<file path="src/rtl/divisor_pkg.sv">
`default_nettype none
// +--------------------------------------------------------------------------+
// | Module      : divisor_pkg                                                |
// | Description : Shared types and constants for the iterative divider:      |
// |               FSM state encoding, sign-mode constants and the helper     |
// |               that sizes the iteration counter from the operand width.   |
// | Revision    : 1.0 - initial release                                      |
// +--------------------------------------------------------------------------+
package divisor_pkg;

  // Default operand width of the divider core.
  localparam int WIDTH_PADRAO = 16;

  // Iteration counter width for the default operand width.
  localparam int CONT_W = $clog2(WIDTH_PADRAO);

  // Operating modes selected by modo_sinal.
  localparam logic MODO_SEM_SINAL = 1'b0;
  localparam logic MODO_COM_SINAL = 1'b1;

  // Controller states.
  typedef enum logic [2:0] {
    OCIOSO  = 3'd0,
    PREPARA = 3'd1,
    ITERA   = 3'd2,
    AJUSTA  = 3'd3,
    FIM     = 3'd4
  } estado_t;

  // Counter width able to hold WIDTH-1 (WIDTH is at least 2).
  function automatic int largura_contador(input int w);
    return $clog2(w);
  endfunction

endpackage
`default_nettype wire

</file>
<file path="src/rtl/divisor_passo.sv">
`default_nettype none
// +--------------------------------------------------------------------------+
// | Module      : divisor_passo                                              |
// | Description : One combinational restoring-division step. Shifts the      |
// |               {remainder, quotient} pair left by one, trial-subtracts    |
// |               the divisor magnitude and keeps or restores the result.    |
// | Ports       : resto_i     [WIDTH:0]   partial remainder                  |
// |               quoc_i      [WIDTH-1:0] quotient/dividend shift register   |
// |               div_mag_i   [WIDTH-1:0] divisor magnitude                  |
// |               resto_o     [WIDTH:0]   next partial remainder             |
// |               quoc_o      [WIDTH-1:0] next quotient shift register       |
// | Revision    : 1.0 - initial release                                      |
// +--------------------------------------------------------------------------+
module divisor_passo #(
  parameter int WIDTH = 16
) (
  input  logic [WIDTH:0]   resto_i,
  input  logic [WIDTH-1:0] quoc_i,
  input  logic [WIDTH-1:0] div_mag_i,
  output logic [WIDTH:0]   resto_o,
  output logic [WIDTH-1:0] quoc_o
);

  // One guard bit above the remainder register so the trial difference
  // carries an unambiguous sign bit.
  logic [WIDTH+1:0] w_desloc;
  logic [WIDTH+1:0] w_tentativa;
  logic             w_negativo;

  always_comb begin
    w_desloc    = {resto_i, quoc_i[WIDTH-1]};
    w_tentativa = w_desloc - {2'b00, div_mag_i};
    w_negativo  = w_tentativa[WIDTH+1];
    resto_o     = w_negativo ? w_desloc[WIDTH:0] : w_tentativa[WIDTH:0];
    quoc_o      = {quoc_i[WIDTH-2:0], ~w_negativo};
  end

endmodule
`default_nettype wire

</file>
<file path="src/rtl/divisor_iterativo.sv">
`default_nettype none
// +--------------------------------------------------------------------------+
// | Module      : divisor_iterativo                                          |
// | Description : Sequential restoring divider, unsigned or two's-complement |
// |               signed, one quotient bit per cycle, start/done handshake   |
// |               and divide-by-zero reporting.                              |
// | Ports       : clk, rst_n (async, active-low)                             |
// |               inicio, modo_sinal, dividendo, divisor  - request inputs   |
// |               pronto        - idle, accepting inicio                     |
// |               valido        - one-cycle pulse on new results             |
// |               saida         - quotient (held)                            |
// |               saida_resto   - remainder (held)                           |
// |               div_zero      - last operation had a zero divisor          |
// | Revision    : 1.0 - initial release                                      |
// +--------------------------------------------------------------------------+
module divisor_iterativo
  import divisor_pkg::*;
#(
  parameter int WIDTH = WIDTH_PADRAO
) (
  input  logic             clk,
  input  logic             rst_n,
  input  logic             inicio,
  input  logic             modo_sinal,
  input  logic [WIDTH-1:0] dividendo,
  input  logic [WIDTH-1:0] divisor,
  output logic             pronto,
  output logic             valido,
  output logic [WIDTH-1:0] saida,
  output logic [WIDTH-1:0] saida_resto,
  output logic             div_zero
);

  localparam int CW = largura_contador(WIDTH);

  estado_t          estado_q,       estado_d;
  logic             modo_q,         modo_d;
  logic [WIDTH-1:0] dividendo_q,    dividendo_d;
  logic [WIDTH-1:0] divisor_q,      divisor_d;
  logic [WIDTH-1:0] div_mag_q,      div_mag_d;
  logic [WIDTH:0]   resto_q,        resto_d;
  logic [WIDTH-1:0] quoc_q,         quoc_d;
  logic [CW-1:0]    cont_q,         cont_d;
  logic             sinal_quoc_q,   sinal_quoc_d;
  logic             sinal_resto_q,  sinal_resto_d;
  logic             zero_q,         zero_d;
  logic [WIDTH-1:0] saida_q,        saida_d;
  logic [WIDTH-1:0] saida_resto_q,  saida_resto_d;
  logic             div_zero_q,     div_zero_d;

  logic [WIDTH:0]   w_resto_prox;
  logic [WIDTH-1:0] w_quoc_prox;
  logic             w_neg_dvd;
  logic             w_neg_dvs;

  divisor_passo #(
    .WIDTH (WIDTH)
  ) u_passo (
    .resto_i   (resto_q),
    .quoc_i    (quoc_q),
    .div_mag_i (div_mag_q),
    .resto_o   (w_resto_prox),
    .quoc_o    (w_quoc_prox)
  );

  // Operand signs only matter in signed mode.
  assign w_neg_dvd = (modo_q == MODO_COM_SINAL) && dividendo_q[WIDTH-1];
  assign w_neg_dvs = (modo_q == MODO_COM_SINAL) && divisor_q[WIDTH-1];

  always_ff @(posedge clk or negedge rst_n) begin
    if (!rst_n) begin
      estado_q      <= OCIOSO;
      modo_q        <= 1'b0;
      dividendo_q   <= '0;
      divisor_q     <= '0;
      div_mag_q     <= '0;
      resto_q       <= '0;
      quoc_q        <= '0;
      cont_q        <= '0;
      sinal_quoc_q  <= 1'b0;
      sinal_resto_q <= 1'b0;
      zero_q        <= 1'b0;
      saida_q       <= '0;
      saida_resto_q <= '0;
      div_zero_q    <= 1'b0;
    end else begin
      estado_q      <= estado_d;
      modo_q        <= modo_d;
      dividendo_q   <= dividendo_d;
      divisor_q     <= divisor_d;
      div_mag_q     <= div_mag_d;
      resto_q       <= resto_d;
      quoc_q        <= quoc_d;
      cont_q        <= cont_d;
      sinal_quoc_q  <= sinal_quoc_d;
      sinal_resto_q <= sinal_resto_d;
      zero_q        <= zero_d;
      saida_q       <= saida_d;
      saida_resto_q <= saida_resto_d;
      div_zero_q    <= div_zero_d;
    end
  end

  always_comb begin
    estado_d      = estado_q;
    modo_d        = modo_q;
    dividendo_d   = dividendo_q;
    divisor_d     = divisor_q;
    div_mag_d     = div_mag_q;
    resto_d       = resto_q;
    quoc_d        = quoc_q;
    cont_d        = cont_q;
    sinal_quoc_d  = sinal_quoc_q;
    sinal_resto_d = sinal_resto_q;
    zero_d        = zero_q;
    saida_d       = saida_q;
    saida_resto_d = saida_resto_q;
    div_zero_d    = div_zero_q;

    unique case (estado_q)
      // FIM also accepts a request so operations can run back to back.
      OCIOSO, FIM: begin
        if (inicio) begin
          modo_d      = modo_sinal;
          dividendo_d = dividendo;
          divisor_d   = divisor;
          estado_d    = PREPARA;
        end else begin
          estado_d    = OCIOSO;
        end
      end

      PREPARA: begin
        zero_d = (divisor_q == '0);
        if (divisor_q == '0) begin
          // Zero divisor skips the iterations; AJUSTA builds the results
          // so they land on the outputs together with valido.
          estado_d = AJUSTA;
        end else begin
          // Negating the most negative value yields 2^(WIDTH-1), which is
          // still correct when read as an unsigned magnitude.
          quoc_d        = w_neg_dvd ? -dividendo_q : dividendo_q;
          div_mag_d     = w_neg_dvs ? -divisor_q   : divisor_q;
          sinal_quoc_d  = w_neg_dvd ^ w_neg_dvs;
          sinal_resto_d = w_neg_dvd;
          resto_d       = '0;
          cont_d        = CW'(WIDTH - 1);
          estado_d      = ITERA;
        end
      end

      ITERA: begin
        resto_d = w_resto_prox;
        quoc_d  = w_quoc_prox;
        cont_d  = cont_q - CW'(1);
        if (cont_q == '0) begin
          estado_d = AJUSTA;
        end
      end

      AJUSTA: begin
        if (zero_q) begin
          saida_d       = '1;
          saida_resto_d = dividendo_q;
          div_zero_d    = 1'b1;
        end else begin
          // Sign flags are clear in unsigned mode, so no mode test here.
          // Truncating negation wraps MIN / -1 back to MIN.
          saida_d       = sinal_quoc_q  ? -quoc_q : quoc_q;
          saida_resto_d = sinal_resto_q ? -resto_q[WIDTH-1:0]
                                        :  resto_q[WIDTH-1:0];
          div_zero_d    = 1'b0;
        end
        estado_d = FIM;
      end

      default: begin
        estado_d = OCIOSO;
      end
    endcase
  end

  assign pronto      = (estado_q == OCIOSO) || (estado_q == FIM);
  assign valido      = (estado_q == FIM);
  assign saida       = saida_q;
  assign saida_resto = saida_resto_q;
  assign div_zero    = div_zero_q;

endmodule
`default_nettype wire

</file>
<file path="config.mk">
export PLATFORM = sky130hd
export DESIGN_NAME = divisor_iterativo
export DESIGN_NICKNAME = d
export VERILOG_FILES = /design/src/rtl/divisor_pkg.sv /design/src/rtl/divisor_passo.sv /design/src/rtl/divisor_iterativo.sv
export SDC_FILE = /design/constraint.sdc
export NUM_CORES = 1
export LEC_CHECK = 0
export CAP_MARGIN = 10
export CORE_AREA = 5 5 122 136
export DETAILED_ROUTE_END_ITERATION = 10
export DIE_AREA = 0 0 127 141
export PLACE_DENSITY = 0.69
export SYNTH_ARGS = -nofsm -noshare
export SYNTH_HDL_FRONTEND = slang
export SYNTH_SLANG_ARGS = --single-unit
</file>
<file path="constraint.sdc">
create_clock -name clk -period 3.8 [get_ports clk]
set_input_delay 0.38 -clock clk [delete_from_list [all_inputs] [get_ports clk]]
set_output_delay 0.38 -clock clk [all_outputs]
set_load 0.02 [all_outputs]
</file>
* After elaboration in Yosys (flattened, before gate mapping)
Cells that the tools add are included.
Widths: inputs -> output; s select.
** Word-level totals
- Bits in registers :: 125
- Bits of input ports :: 36
- Output and inout bits :: 35
- Word-level logic and storage cells :: 58
** Cells by class
- $add $sub $neg :: 6
- Equality and inequality tests :: 6
- Multiplexer cells :: 18
- Bitwise gates (word level) :: 3
- Reductions and logical operators :: 11
** Operators with widths (number)
- $mux 16 :: 7
- $neg 16->16 :: 4
- $mux 17 :: 2
- $pmux 17 s2 :: 1
- $pmux 16 s2 :: 1
- $sub 18x16->18 :: 1
- $logic_not 16->1 :: 1
- $pmux 3 s4 :: 1
- $pmux 4 s2 :: 1
- $eq 3x2->1 const B :: 2
- $reduce_and 2->1 :: 3
- $logic_not 4->1 :: 1
- $mux 4 :: 1
- $ne 2x2->1 const B :: 2
- $sub 4x1->4 const B :: 1
- $eq 3x1->1 const B :: 1
- $eq 3x3->1 const B :: 1
- $logic_not 3->1 :: 1
- $mux 1 :: 3
- $mux 3 :: 1
- $logic_and 1x1->1 :: 2
- $not 1->1 :: 2
- $reduce_bool 2->1 :: 1
- $reduce_or 2->1 :: 1
- other kinds (2) :: 2

* Logic depth before layout (Yosys ltp)
Gate-level depths: netlist of the first run.
- Depth after elaboration :: 4
- Mapped depth :: 11

* Cells and area by module
From an unflattened synthesis of the first run, not the netlist that was laid out.
** Unflattened totals
- Cells, all modules :: 810
- Area, all modules :: 7682.4 µm²
** Modules (own cells, without submodules)
- divisor_iterativo :: times used 1, cells each 647, area an instance 6418.7 µm², sequential area each 3128.0 µm²
- divisor_passo :: times used 1, cells each 163, area an instance 1263.7 µm², sequential area each 0.0 µm²

* Worst setup path after synthesis of the first run
OpenSTA, ideal clock, no wires.
- Path kind :: register to register
- Start :: reg quoc_q[15]
- End :: reg resto_q[14]
- Setup time :: 66 ps
- Arrival :: 2417 ps
- Required time :: 3734 ps
- Setup slack :: 1317 ps
- Cell stages (with the launch flop) :: 12
- Path through :: dfrtp_1 > inv_1 > ha_1 > inv_1 > fa_1 > a21o_1 > a221oi_2 > o21ai_1 > a31oi_1 > a21oi_1 > nor4b_1 > a221o_1
** Between the ends
- Cells in the longest elaborated chain, start to end :: 3
** Ends and longest elaborated chain
- from (decl) :: line divisor_iterativo.sv:42 : logic [WIDTH-1:0] quoc_q, quoc_d;
- from (signal assigned) :: line divisor_iterativo.sv:93 : quoc_q <= quoc_d;
- $sub 18x16->18 :: line divisor_passo.sv:32 : w_tentativa = w_desloc - {2'b00, div_mag_i};
- $mux 17 :: line divisor_passo.sv:34 : resto_o = w_negativo ? w_desloc[WIDTH:0] : w_tentativa[WIDTH:0];
- $pmux 17 s2 :: line divisor_iterativo.sv:120 : unique case (estado_q)
- to (signal assigned) :: line divisor_iterativo.sv:92 : resto_q <= resto_d;
- to (decl) :: line divisor_iterativo.sv:41 : logic [WIDTH:0] resto_q, resto_d;
Every way passes these cells.
A chain may end at the register's enable or synchronous reset.

* Worst setup path after layout of the first run
Same ends and word-level chain as after synthesis.

==> results of run 1 <==
==> stage by stage <==
step	hold slack (ns)	instances	setup slack, ns	total power (W)
floorplan	0.0844	775	1.32	0.00616
global placement	0.450	1017	1.04	0.00738
detailed placement	0.459	1017	0.932	0.00751
CTS	0.134	1049	0.911	0.00918
global route	0.168	1049	0.667	0.00986
finish	0.0813	1049	0.873	0.00914
==> registers in the layout, indices dropped and copies added (netlist names), 3 cells and up <==
| register | flops |
|---|---|
| divisor_q | 16 |
| cont_q | 4 |
| saida_resto | 16 |
| resto_q | 17 |
| div_mag_q | 16 |
| dividendo_q | 16 |
| estado_q | 3 |
| saida | 16 |
| quoc_q | 16 |
==> power groups by stage <==
stage / Combinational [W] / Sequential (W) / Clock, W
after CTS: 0.00483 / 0.00269 / 0.00167
after global placement: 0.00471 / 0.00267 / 0
after detailed placement: 0.00480 / 0.00271 / 0
final: 0.00481 / 0.00269 / 0.00164
after floorplan: 0.00350 / 0.00266 / 0
after global routing: 0.00534 / 0.00279 / 0.00173
==> layer usage <==
| metal | share of wire | global-route usage | up-vias |
|---|---|---|---|
| li1 | - | - | 2858 |
| met1 | 0.43 | 0.256 | 2867 |
| met2 | 0.50 | 0.349 | 156 |
| met3 | 0.049 | 0.0371 | 28 |
| met4 | 0.024 | 0.0745 | 0 |
| met5 | 0 | 0 | - |
==> path summary, 6_finish.rpt <==
| kind | slack (ns) | from | endpoint | cells after the start |
|---|---|---|---|---|
| hold reg to reg | 0.47 | saida[15] | saida[15] | 2 |
| setup / recovery | 0.87 | quoc_q[15] | resto_q[14] | 11 |
| max in group asynchronous | 2.72 | rst_n | dividendo_q[0] | 2 |
| min in group clk | 0.47 | saida[15] | saida[15] | 2 |
| hold / removal | 0.08 | rst_n | divisor_q[11] | 1 |
| setup reg to reg | 0.87 | quoc_q[15] | resto_q[14] | 11 |
==> cell type report <==
| cell class | instances | share of cell area |
|---|---|---|
| clock inverters | 14 | 0.0181 |
| clock buffers | 18 | 0.0508 |
| flip-flops and latches | 125 | 0.362 |
| well taps | 200 | 0.0290 |
| multi-input cells | 581 | 0.437 |
| repair buffers | 80 | 0.0895 |
| inverters | 31 | 0.0135 |
==> cells by family (layout without fill, tap and decap cells) <==
logic type,count (synthesis),count (layout),share of synthesized area
AOI/OAI and AO/OA,205,205,0.172
xor gates and xnor gates,69,69,0.0866
DFF,125,125,0.435
adders and majority gates,22,22,0.0393
buffers and inverters,69,143,0.0400
muxes,45,45,0.0676
and+or+nand+nor,240,240,0.159
==> placed cells by master (no fill, tap or decap), drive strengths merged, types with 2 or more instances in the layout <==
master / instances
nand3b: 4
xor2: 32
o21a: 3
dfrtp: 125
o21ai: 97
o211ai: 4
nand2: 103
nor3: 9
mux2: 29
inv: 36
xnor2: 37
mux2i: 16
nor4b: 2
nand2b: 9
a21oi: 41
a31oi: 7
nor3b: 3
nor2b: 7
clkbuf: 18
clkinvlp: 2
clkinv: 5
and2: 6
o41ai: 6
bufinv: 2
nand3: 22
a21o: 8
a22oi: 7
o31ai: 11
nand4: 5
nor2: 52
clkdlybuf4s50: 69
buf: 11
and3: 5
nor4: 8
ha: 21
or4: 3
a221o: 9
==> worst max-delay path: stages, from the launching register on <==
cell and delay, ns:
sky130_fd_sc_hd__dfrtp_1 0.41, sky130_fd_sc_hd__inv_1 0.09, sky130_fd_sc_hd__ha_1 0.19, sky130_fd_sc_hd__inv_1 0.06, sky130_fd_sc_hd__fa_1 0.40, sky130_fd_sc_hd__a21o_1 0.21, sky130_fd_sc_hd__a221oi_2 0.38, sky130_fd_sc_hd__o21ai_1 0.17
sky130_fd_sc_hd__a31oi_1 0.37, sky130_fd_sc_hd__a21oi_1 0.12, sky130_fd_sc_hd__nor4b_1 0.31, sky130_fd_sc_hd__a221o_1 0.16
==> flow_summary.toml, run 1 <==
[outcome]
status = "finished, final reports clean"

[global_route]
grt_start_max_net_pins = 77
grt_antenna_before_repair = 0
grt_overflow = 0
global_route_wire_length_before_repair_microns = 29200
grtUsageTotal = 0.203
grt_pass1_vias = 5802

[pwr]
pwr-share-clk = 0.179
switching_power_w = 0.00405
power.static_leakage_nw = 3.75
switching_share = 0.443
vdd_drop_max_mv = 0.549
pwr-share-comb = 0.526
power_report.internal_total_w = 0.00509
sequential_share_of_power = 0.294
cellPowerDensity_nw_per_um2 = 1060

[sta]
clock-skew-final_ns = 0.00721
rsz0062_at_grt = "no"
post-route-min-period_ns = 2.93
final.period_utilization = 0.770
final-setup-viol-count = 0
timing.max_slew.rel_slack = 0.362
report.final.slew_viol_count = 0
timing_hold_violations_final = 0
worst_slew_pin_slew_ns = 0.957
fin_setup_tns_ns = 0
achievable-frequency_mhz = 342

[placement]
dpl-instance-area_sq_um = 8050
gpl_wtd_cong = 0.928
detail_placement_hpwl_microns = 12900
placement.io_buffers = 70

[clock_network]
tritoncts = "yes"
root_buffer_selected_by_cts = "sky130_fd_sc_hd__clkbuf_16"
holdBufCountCts = 0
cts_inserted_buffers = 17
cts_setup_buffers = 0
htree_num_levels = 4
clk_latency_ns = 0.42
cts_num_sinks = 125
worst_setup_hold_path_clk_slew_ns = 0.06
bufs_on_longest_clock_path = 2
post_cts.resized_instances = 0

[yosys]
ys.flop_type = "sky130_fd_sc_hd__dfrtp_1"
yosys.area.top_type = "sky130_fd_sc_hd__dfrtp_1"
syn_avg_cell_area_sq_um = 9.28
synth_cell_type_count = 63
yosysSeqAreaShare = 0.435
synthesis.area_sq_um = 7200
yosysTopAreaCellShare = 0.435
net_count_synth = 833
synth-seq-cells = 125
yosys_warnings = 0
synth-edff-count = 0
postSynth.asyncResetShare = 1.00
post-synth-top-count-cell = "sky130_fd_sc_hd__dfrtp_1"
post_synth_inst_count = 775
synth_top_cells_by_area = "sky130_fd_sc_hd__dfrtp_1 43%, sky130_fd_sc_hd__nand2_1 5.3%, sky130_fd_sc_hd__mux2_2 4.5%"
synth.top_cells.by_count = "125 x sky130_fd_sc_hd__dfrtp_1, 102 x sky130_fd_sc_hd__nand2_1, 62 x sky130_fd_sc_hd__o21ai_0"

[run]
maxCapViolations = 0

[final_layout]
fillcell_total = 1359
final_nets = 894
final_area_sq_um = 8640
multi_input_area_sq_um = 3780
post_route_cells_drive_above_1_share = 0.0989
area.growth.synth_to_final_pct = 20.1
footprint_of_the_flip_flops_and_latches_sq_um = 3130
final_util = 0.567
antenna_cells = 0

[die]
top_level_ports = 71
core.rowCount = 48
die_width_microns = 127
floorplan.die.height_microns = 141
die-area_sq_um = 17900
core-area_sq_um = 15300
initial_core_util = 0.472

[route]
detail_route.iter0.violations = 367
dr_total_vias = 5909
drtPass1Iterations = 5
routedWlPerCell_microns = 16.7
viasPerCell = 5.63
drcViolationCount = 0
drt-total-wl_microns = 17500
ant_nets = 0

[critical_path]
crit_path_end_kind = "flip-flop"
cp_max_fo = 3
timing.critical_path.arrival_ns = 3.29
critical_path_class = "flip-flop to flip-flop"
start_kind = "flip-flop"
critPathRequiredTime_ns = 4.16

[worst_hold_path]
kind_of_path_behind_the_tightest_hold_check = "primary input to async pin"
(Power assumes the default switching activity.)
==> run 2: changes to the inputs <==
--- a/config.mk
+++ b/config.mk
@@ -9,7 +9,7 @@
 export CORE_AREA = 5 5 122 136
 export DETAILED_ROUTE_END_ITERATION = 10
 export DIE_AREA = 0 0 127 141
-export PLACE_DENSITY = 0.69
+export PLACE_DENSITY = 0.72
 export SYNTH_ARGS = -nofsm -noshare
 export SYNTH_HDL_FRONTEND = slang
 export SYNTH_SLANG_ARGS = --single-unit
==> constraint.sdc (replaced) <==
create_clock -name clk -period 2.52 [get_ports clk]
set_input_delay 0.252 -clock clk [delete_from_list [all_inputs] [get_ports clk]]
set_output_delay 0.252 -clock clk [all_outputs]
set_load 0.02 [all_outputs]
==> run 2 against run 1 <==
Net effect:
- cell count grew 4.6%
- sequential share of layout area shrank 2.3 points
- first-iteration DRC count grew 26%
- wire length grew 4.1%
- final area grew 6.7%
- largest cell class unchanged
==> flow_summary.toml, run 2 (synthesis results as in run 1) <==
[die]
die-area_sq_um = 17900
core-area_sq_um = 15300
initial_core_util = 0.472
top_level_ports = 71
die_width_microns = 127
core.rowCount = 48
floorplan.die.height_microns = 141

[route]
routedWlPerCell_microns = 16.6
ant_nets = 0
dr_total_vias = 6025
detail_route.iter0.violations = 461
viasPerCell = 5.49
drt-total-wl_microns = 18200
drcViolationCount = 0
drtPass1Iterations = 5

[placement]
detail_placement_hpwl_microns = 13300
setup_slack_after_placement_ns = -0.0256
gpl_wtd_cong = 0.915
placement.io_buffers = 70
dpl-instance-area_sq_um = 8460

[pwr]
vdd_drop_max_mv = 0.868
total_power_w = 0.0150
power.static_leakage_nw = 4.05
cellPowerDensity_nw_per_um2 = 1630

[clock_network]
root_buffer_selected_by_cts = "sky130_fd_sc_hd__clkbuf_16"
cts_inserted_buffers = 17
worst_setup_hold_path_clk_slew_ns = 0.06
htree_num_levels = 4
tritoncts = "yes"
cts_num_sinks = 125
clk_latency_ns = 0.43
bufs_on_longest_clock_path = 2

[global_route]
global_route_wire_length_before_repair_microns = 29600
grt_antenna_before_repair = 0
grt_overflow = 0
grt_start_max_net_pins = 57
grt_pass1_vias = 5810
grtUsageTotal = 0.209

[final_layout]
area.growth.synth_to_final_pct = 28.2
most-common-layout-cells = "125 x sky130_fd_sc_hd__dfrtp_1, 101 x sky130_fd_sc_hd__nand2_1, 69 x sky130_fd_sc_hd__clkdlybuf4s50_1, 62 x sky130_fd_sc_hd__o21ai_0, 51 x sky130_fd_sc_hd__nor2_1"
final_area_sq_um = 9230
fillcell_total = 1306
max_ffs_per_register = 17
mostFrequentLayoutCell = "sky130_fd_sc_hd__dfrtp_1"
registers.top_by_ff_count = "resto_q"
antenna_cells = 0
post_route_cells_drive_above_1_share = 0.162
final_nets = 942

[outcome]
status = "finished, final reports clean"

[critical_path]
setup.reg_to_reg.worst_slack_ns = 0.05
reg2reg_from = "quoc_q[15]"
r2r_end = "resto_q[14]"
timing.critical_path.arrival_ns = 2.77
rr_worst_depth = 11
critPathRequiredTime_ns = 2.82
start_kind = "flip-flop"
critical_path_class = "flip-flop to flip-flop"
crit_path_end_kind = "flip-flop"
cp_max_fo = 2

[sta]
fin_setup_tns_ns = 0
final-setup-viol-count = 0
report.final.slew_viol_count = 0
achievable-frequency_mhz = 405
worst_slew_pin_slew_ns = 0.626
clock-skew-final_ns = 0.0228
timing.max_slew.rel_slack = 0.581
final.period_utilization = 0.979
post-route-min-period_ns = 2.47
finalWorstSetupSlack_ns = 0.0534
timing_hold_violations_final = 0

[run]
maxCapViolations = 0

[worst_hold_path]
kind_of_path_behind_the_tightest_hold_check = "primary input to async pin"
run 2: worst max-delay path by stage:
| stage | start | to | slack (ns) | cells after the start |
|---|---|---|---|---|
| 6_report | quoc_q[15] | resto_q[14] | 0.05 | 11 |
| 3_5_place_dp | quoc_q[15] | resto_q[14] | -0.03 | 11 |
| 5_1_grt | quoc_q[15] | resto_q[14] | -0.02 | 11 |
| 2_1_floorplan | quoc_q[15] | resto_q[14] | 0.04 | 11 |
| 4_1_cts | div_mag_q[14] | resto_q[4] | 0.02 | 10 |
| 3_3_place_gp | div_mag_q[14] | resto_q[14] | 0.05 | 10 |
run 2: repair_timing:
action	4_1_cts	5_1_grt
setup buffers	4	2
pin swaps	5	7
hold buffers	1	0
endpoints found under the hold margin	40	0
gates resized for setup	8	8
endpoints found under the setup margin	1	15
run 2: cell type report:
class,count,area [sq um],share of cell area
Clock buffer,19,453,0.0491
Clock inverter,13,185,0.0201
Inverter,31,116,0.0126
Multi-Input combinational cell,581,3860,0.418
Sequential cell,125,3130,0.339
Tap cell,200,250,0.0271
Timing Repair Buffer,128,1240,0.134
run 2: per-layer routing:
layer	share of wire	vias to the layer above	wire, microns	track usage
li1	-	2948	-	-
met1	0.43	2877	7840	0.269
met2	0.50	159	9130	0.346
met3	0.039	41	713	0.0368
met4	0.029	0	521	0.0943
met5	0	-	0	0
run 2: per-stage QoR:
stage	hold WS [ns]	utilization	instances
3_3_place_gp	0.292	0.554	1058
5_1_grt	0.380	0.605	1097
3_5_place_dp	0.295	0.554	1058
4_1_cts	0.371	0.601	1095
6_report	0.352	0.605	1097
2_1_floorplan	-0.0436	-	775
run 2: worst max-delay path: stages, from the launching register on:
cell and delay [ns]:
sky130_fd_sc_hd__dfrtp_1 0.40, sky130_fd_sc_hd__inv_2 0.08, sky130_fd_sc_hd__ha_4 0.13, sky130_fd_sc_hd__inv_2 0.04
sky130_fd_sc_hd__fa_2 0.38, sky130_fd_sc_hd__a21o_1 0.20, sky130_fd_sc_hd__a221oi_4 0.27, sky130_fd_sc_hd__buf_4 0.17
sky130_fd_sc_hd__nor4_2 0.04, sky130_fd_sc_hd__nor4_2 0.25, sky130_fd_sc_hd__nor4b_2 0.08, sky130_fd_sc_hd__a221o_1 0.29
run 2: power breakdown:
group	internal (W)	leakage [nW]	total, W	switching (W)
sequential	0.00295	1.55	0.00396	0.00101
clock	0.00171	0.310	0.00263	0.000922
combinational	0.00394	2.19	0.00841	0.00447
total	0.00860	4.05	0.0150	0.00640
==> RTL change 1: new RTL, flow settings as in run 2 <==
Set the package constant `WIDTH_PADRAO` to 8 (it was 16).
--- a/src/rtl/divisor_pkg.sv
+++ b/src/rtl/divisor_pkg.sv
@@ -10,5 +10,5 @@
 
   // Default operand width of the divider core.
-  localparam int WIDTH_PADRAO = 16;
+  localparam int WIDTH_PADRAO = 8;
 
   // Iteration counter width for the default operand width.
Interface: changed (resized dividendo, divisor, saida and saida_resto); port bits go from 71 to 39. No check against the original RTL was run, so the function may have changed too.
==> RTL change 1 against run 2 <==
- synthesized area is 48% lower
- setup slack improved by 0.24 ns
- power is 55% lower
- sequential cell count decreased by 57
- design area fell by 49%
- critical path depth decreased by 1
- routed wire length is 54% lower
- largest cell class unchanged
- largest power group unchanged
==> RTL change 1: results (changes against run 2) <==
===========================================================================
Maximum number of pins on one net before global-route repair             44   was 57
Non-clk bufs                                                             50   was 128
Dominant cells by area after synthesis                         dfrtp_1 (45%), o21ai_0 (6.4%), nand2_1 (5.7%)   was dfrtp_1 (43%), nand2_1 (5.3%), mux2_2 (4.5%)
Worst R2R Path Depth                                                     10   was 11
CLK BUF                                                                  12   was 19
Total of cells resized after clock tree synthesis                         0   was 8
Commonest cells in the netlist                                 dfrtp_1 (68), nand2_1 (57), o21ai_0 (48)   was dfrtp_1 (125), nand2_1 (102), o21ai_0 (62)
Area share of fa/ha/maj cells after synthesis                         5.18%   was 3.93%
Layout buffering overhead excluding clock cells                       10.3%   was 13.4%
Overall Global Routing Usage                                          10.0%   was 20.9%
Post-Layout Inst Area                                             4680 um^2   was 9230 um^2
Maximum net fanout on the critical path                                   3   was 2
Post-DR wirelength/cell                                             12.8 um   was 16.6 um
Final hold slack                                                   0.258 ns   was 0.352 ns
Flop2flop setup slack                                               0.29 ns   was 0.05 ns
Result of the run                                              complete, no violations   unchanged
Via count of the first global-routing pass                             2911   was 5810
Count of different cell masters after synthesis                          40   was 63
Fraction of standard cell area in multi-input logic                   40.4%   was 41.8%
H-tree Lvls                                                               3   was 4
Global-route wire length before repair                             14400 um   was 29600 um
Share of power burned in registers                                    32.3%   was 26.4%
Last element of the critical path                                resto_q[8]   was resto_q[14]
Non-filler cells, final                                                 656   was 1097
Net count reported at finish                                            486   was 942
Worst slack, placed                                                0.292 ns   was -0.0256 ns
===========================================================================
==> RTL change 1: cell families (layout without fill, tap and decap cells) <==
group / Yosys count / in the layout
buffers and inverters: 44 / 89
xor gates and xnor gates: 29 / 29
AOI/OAI and AO/OA: 96 / 96
DFF: 68 / 68
adders and majority gates: 15 / 15
muxes: 27 / 27
and+or+nand+nor: 132 / 132
==> RTL change 1: routing by layer <==
metal / up-vias / GRT usage, % / wire [um]
met5: - / 0 / 0
met4: 0 / 3.50 / 125
met3: 11 / 3.64 / 650
met2: 68 / 14.0 / 3500
met1: 1364 / 14.1 / 4150
li1: 1490 / - / -
==> RTL change 1: worst register-to-register path, delay by kind of cell (launching register included) <==
family | cells | cell delay (ns)
compound gates | 6 | 1.01
fa+ha+maj | 2 | 0.55
buf+inv | 2 | 0.14
flops | 1 | 0.41
==> RTL change 2: new RTL, config.mk and constraints of run 2 <==
Made on the original files. Encoding of `estado_t`: now one-hot (5 bits for 5 values).
--- a/src/rtl/divisor_pkg.sv
+++ b/src/rtl/divisor_pkg.sv
@@ -20,10 +20,10 @@
 
   // Controller states.
-  typedef enum logic [2:0] {
-    OCIOSO  = 3'd0,
-    PREPARA = 3'd1,
-    ITERA   = 3'd2,
-    AJUSTA  = 3'd3,
-    FIM     = 3'd4
+  typedef enum logic [4:0] {
+    OCIOSO  = 5'b00001,
+    PREPARA = 5'b00010,
+    ITERA   = 5'b00100,
+    AJUSTA  = 5'b01000,
+    FIM     = 5'b10000
   } estado_t;
 
Check against the original RTL: no difference found for any inputs over 10 cycles, from zero or initial values and one cycle with rst_n low; not proved beyond that.
==> RTL change 2 against run 2 <==
- the flow now finishes with violations (design-rule violations)
- synthesized area increased by 1.9%
- clock skew decreased by 0.014 ns
- via count up 5.7%
- design area up 1.5%
- first-iteration DRC count decreased by 5.4%
- routed wire length grew 3.1%
- synthesized cell count up 9.2%
- non-clock buffer count grew 1
- sequential cell count is 2 higher
- setup slack got worse by 0.027 ns
- core utilization rose by 0.88 points
Power is not compared: it rests on default switching activity, and its combinational part moved more than twofold at a synthesized area within 25%.
==> RTL change 2: results (changes against run 2) <==
=======================================================================================
HP Class                                                                         in2reg   was in2async
Dominant cells by area after synthesis                                     dfrtp_1 (43%), nand2_1 (9.3%), o21ai_0 (4.9%)   was dfrtp_1 (43%), nand2_1 (5.3%), mux2_2 (4.5%)
Wire length after detailed routing                                             18800 um   was 18200 um
Ratio of cells with drive above 1 in the final layout                             13.9%   was 16.2%
Area share of fa/ha/maj cells after synthesis                                     3.86%   was 3.93%
Maximum number of pins on one net before global-route repair                         51   was 57
Met3 Usage GRT                                                                    4.70%   was 3.68%
Met2 track demand over resource                                                   35.4%   was 34.6%
Final GP Congestion                                                               0.880   was 0.915
Complex-gate fraction of the synthesized area                                     17.4%   was 17.2%
Violations in the final reports                                            design-rule violations
Delay of the slowest cell on the worst path                                     0.44 ns   was 0.40 ns
Count of different cell masters after synthesis                                      67   was 63
Net count reported at finish                                                       1012   was 942
Share of the synthesized netlist area taken by xor and xnor gates                 8.25%   was 8.66%
Detailed-placement wirelength estimate                                         13500 um   was 13300 um
Overall Global Routing Usage                                                      21.2%   was 20.9%
Maximum net fanout on the critical path                                               5   was 2
CP Data Arrival Time                                                            2.79 ns   was 2.77 ns
Sequential-to-total area share from yosys stat                                    43.4%   was 43.5%
Mux share of post-synthesis cell area                                             2.46%   was 6.76%
Met2 routed WL                                                                  9440 um   was 9130 um
Detailed-route wire length on metal 1                                           7820 um   was 7840 um
Result of the run                                                          finished with violations   was complete, no violations
Number of violations reported at the end of detailed-routing iteration 0            436   was 461
Non-filler cells, final                                                            1167   was 1097
Layout Skew                                                                  0.00906 ns   was 0.0228 ns
Worst slack, placed                                                           0.0211 ns   was -0.0256 ns
Placed cell count                                                                  1121   was 1058
Tightest slew margin relative to the limit                                        52.3%   was 58.1%
Total DRC errors in the routed layout                                                 1   was 0
Via count of the first global-routing pass                                         6200   was 5810
=======================================================================================
[RTL change 2: cell types whose count changed after synthesis, moves of 6 or more]
cell	run 2	this run
o21ai_1	35	13
nor2_1	51	63
nand2_1	102	182
a221o_1	9	2
nand2b_1	9	3
o21ai_0	62	72
a21oi_1	41	63
mux2_2	29	0
[RTL change 2: cell type report]
class	count	area [um^2]
Fill cell	1323	5890
Inverter	35	131
Sequential cell	127	3180
Timing Repair Buffer	129	1220
Tap cell	200	250
Clock buffer	18	439
Clock inverter	14	156
Multi-Input combinational cell	644	3980
[RTL change 2: logic make-up after synthesis]
| group | Yosys count |
|---|---|
| xor gates and xnor gates | 69 |
| and+or+nand+nor | 327 |
| DFF | 127 |
| muxes | 18 |
| adders and majority gates | 22 |
| AOI/OAI and AO/OA | 208 |
| buffers and inverters | 75 |
[RTL change 2: worst paths after layout]
| path | startpoint | to | slack, ns | cells after the start |
|---|---|---|---|---|
| setup / recovery | resto_q[8] | resto_q[7] | 0.03 | 10 |
| hold / removal | divisor[9] | divisor_q[9] | 0.35 | 3 |
| setup reg to reg | resto_q[8] | resto_q[7] | 0.03 | 10 |
| hold reg to reg | saida_resto[4] | saida_resto[4] | 0.47 | 2 |
| max in group asynchronous | rst_n | resto_q[5] | 1.42 | 3 |
| min in group asynchronous | rst_n | saida[9] | 0.39 | 2 |
[RTL change 2: timing repair]
item	4_1_cts	5_1_grt
buffers inserted	0	10
resized for setup	1	35
endpoints found under the hold margin	47	0
hold buffers	1	0
pin swaps	0	5
setup endpoints to repair	1	19
cloned	0	3
[RTL change 2: power by group]
part	total, mW	switching, mW	internal [mW]
Combinational	4.14	2.30	1.85
Clock	2.46	0.964	1.50
Sequential	3.43	0.813	2.62
Total	10.0	4.07	5.96
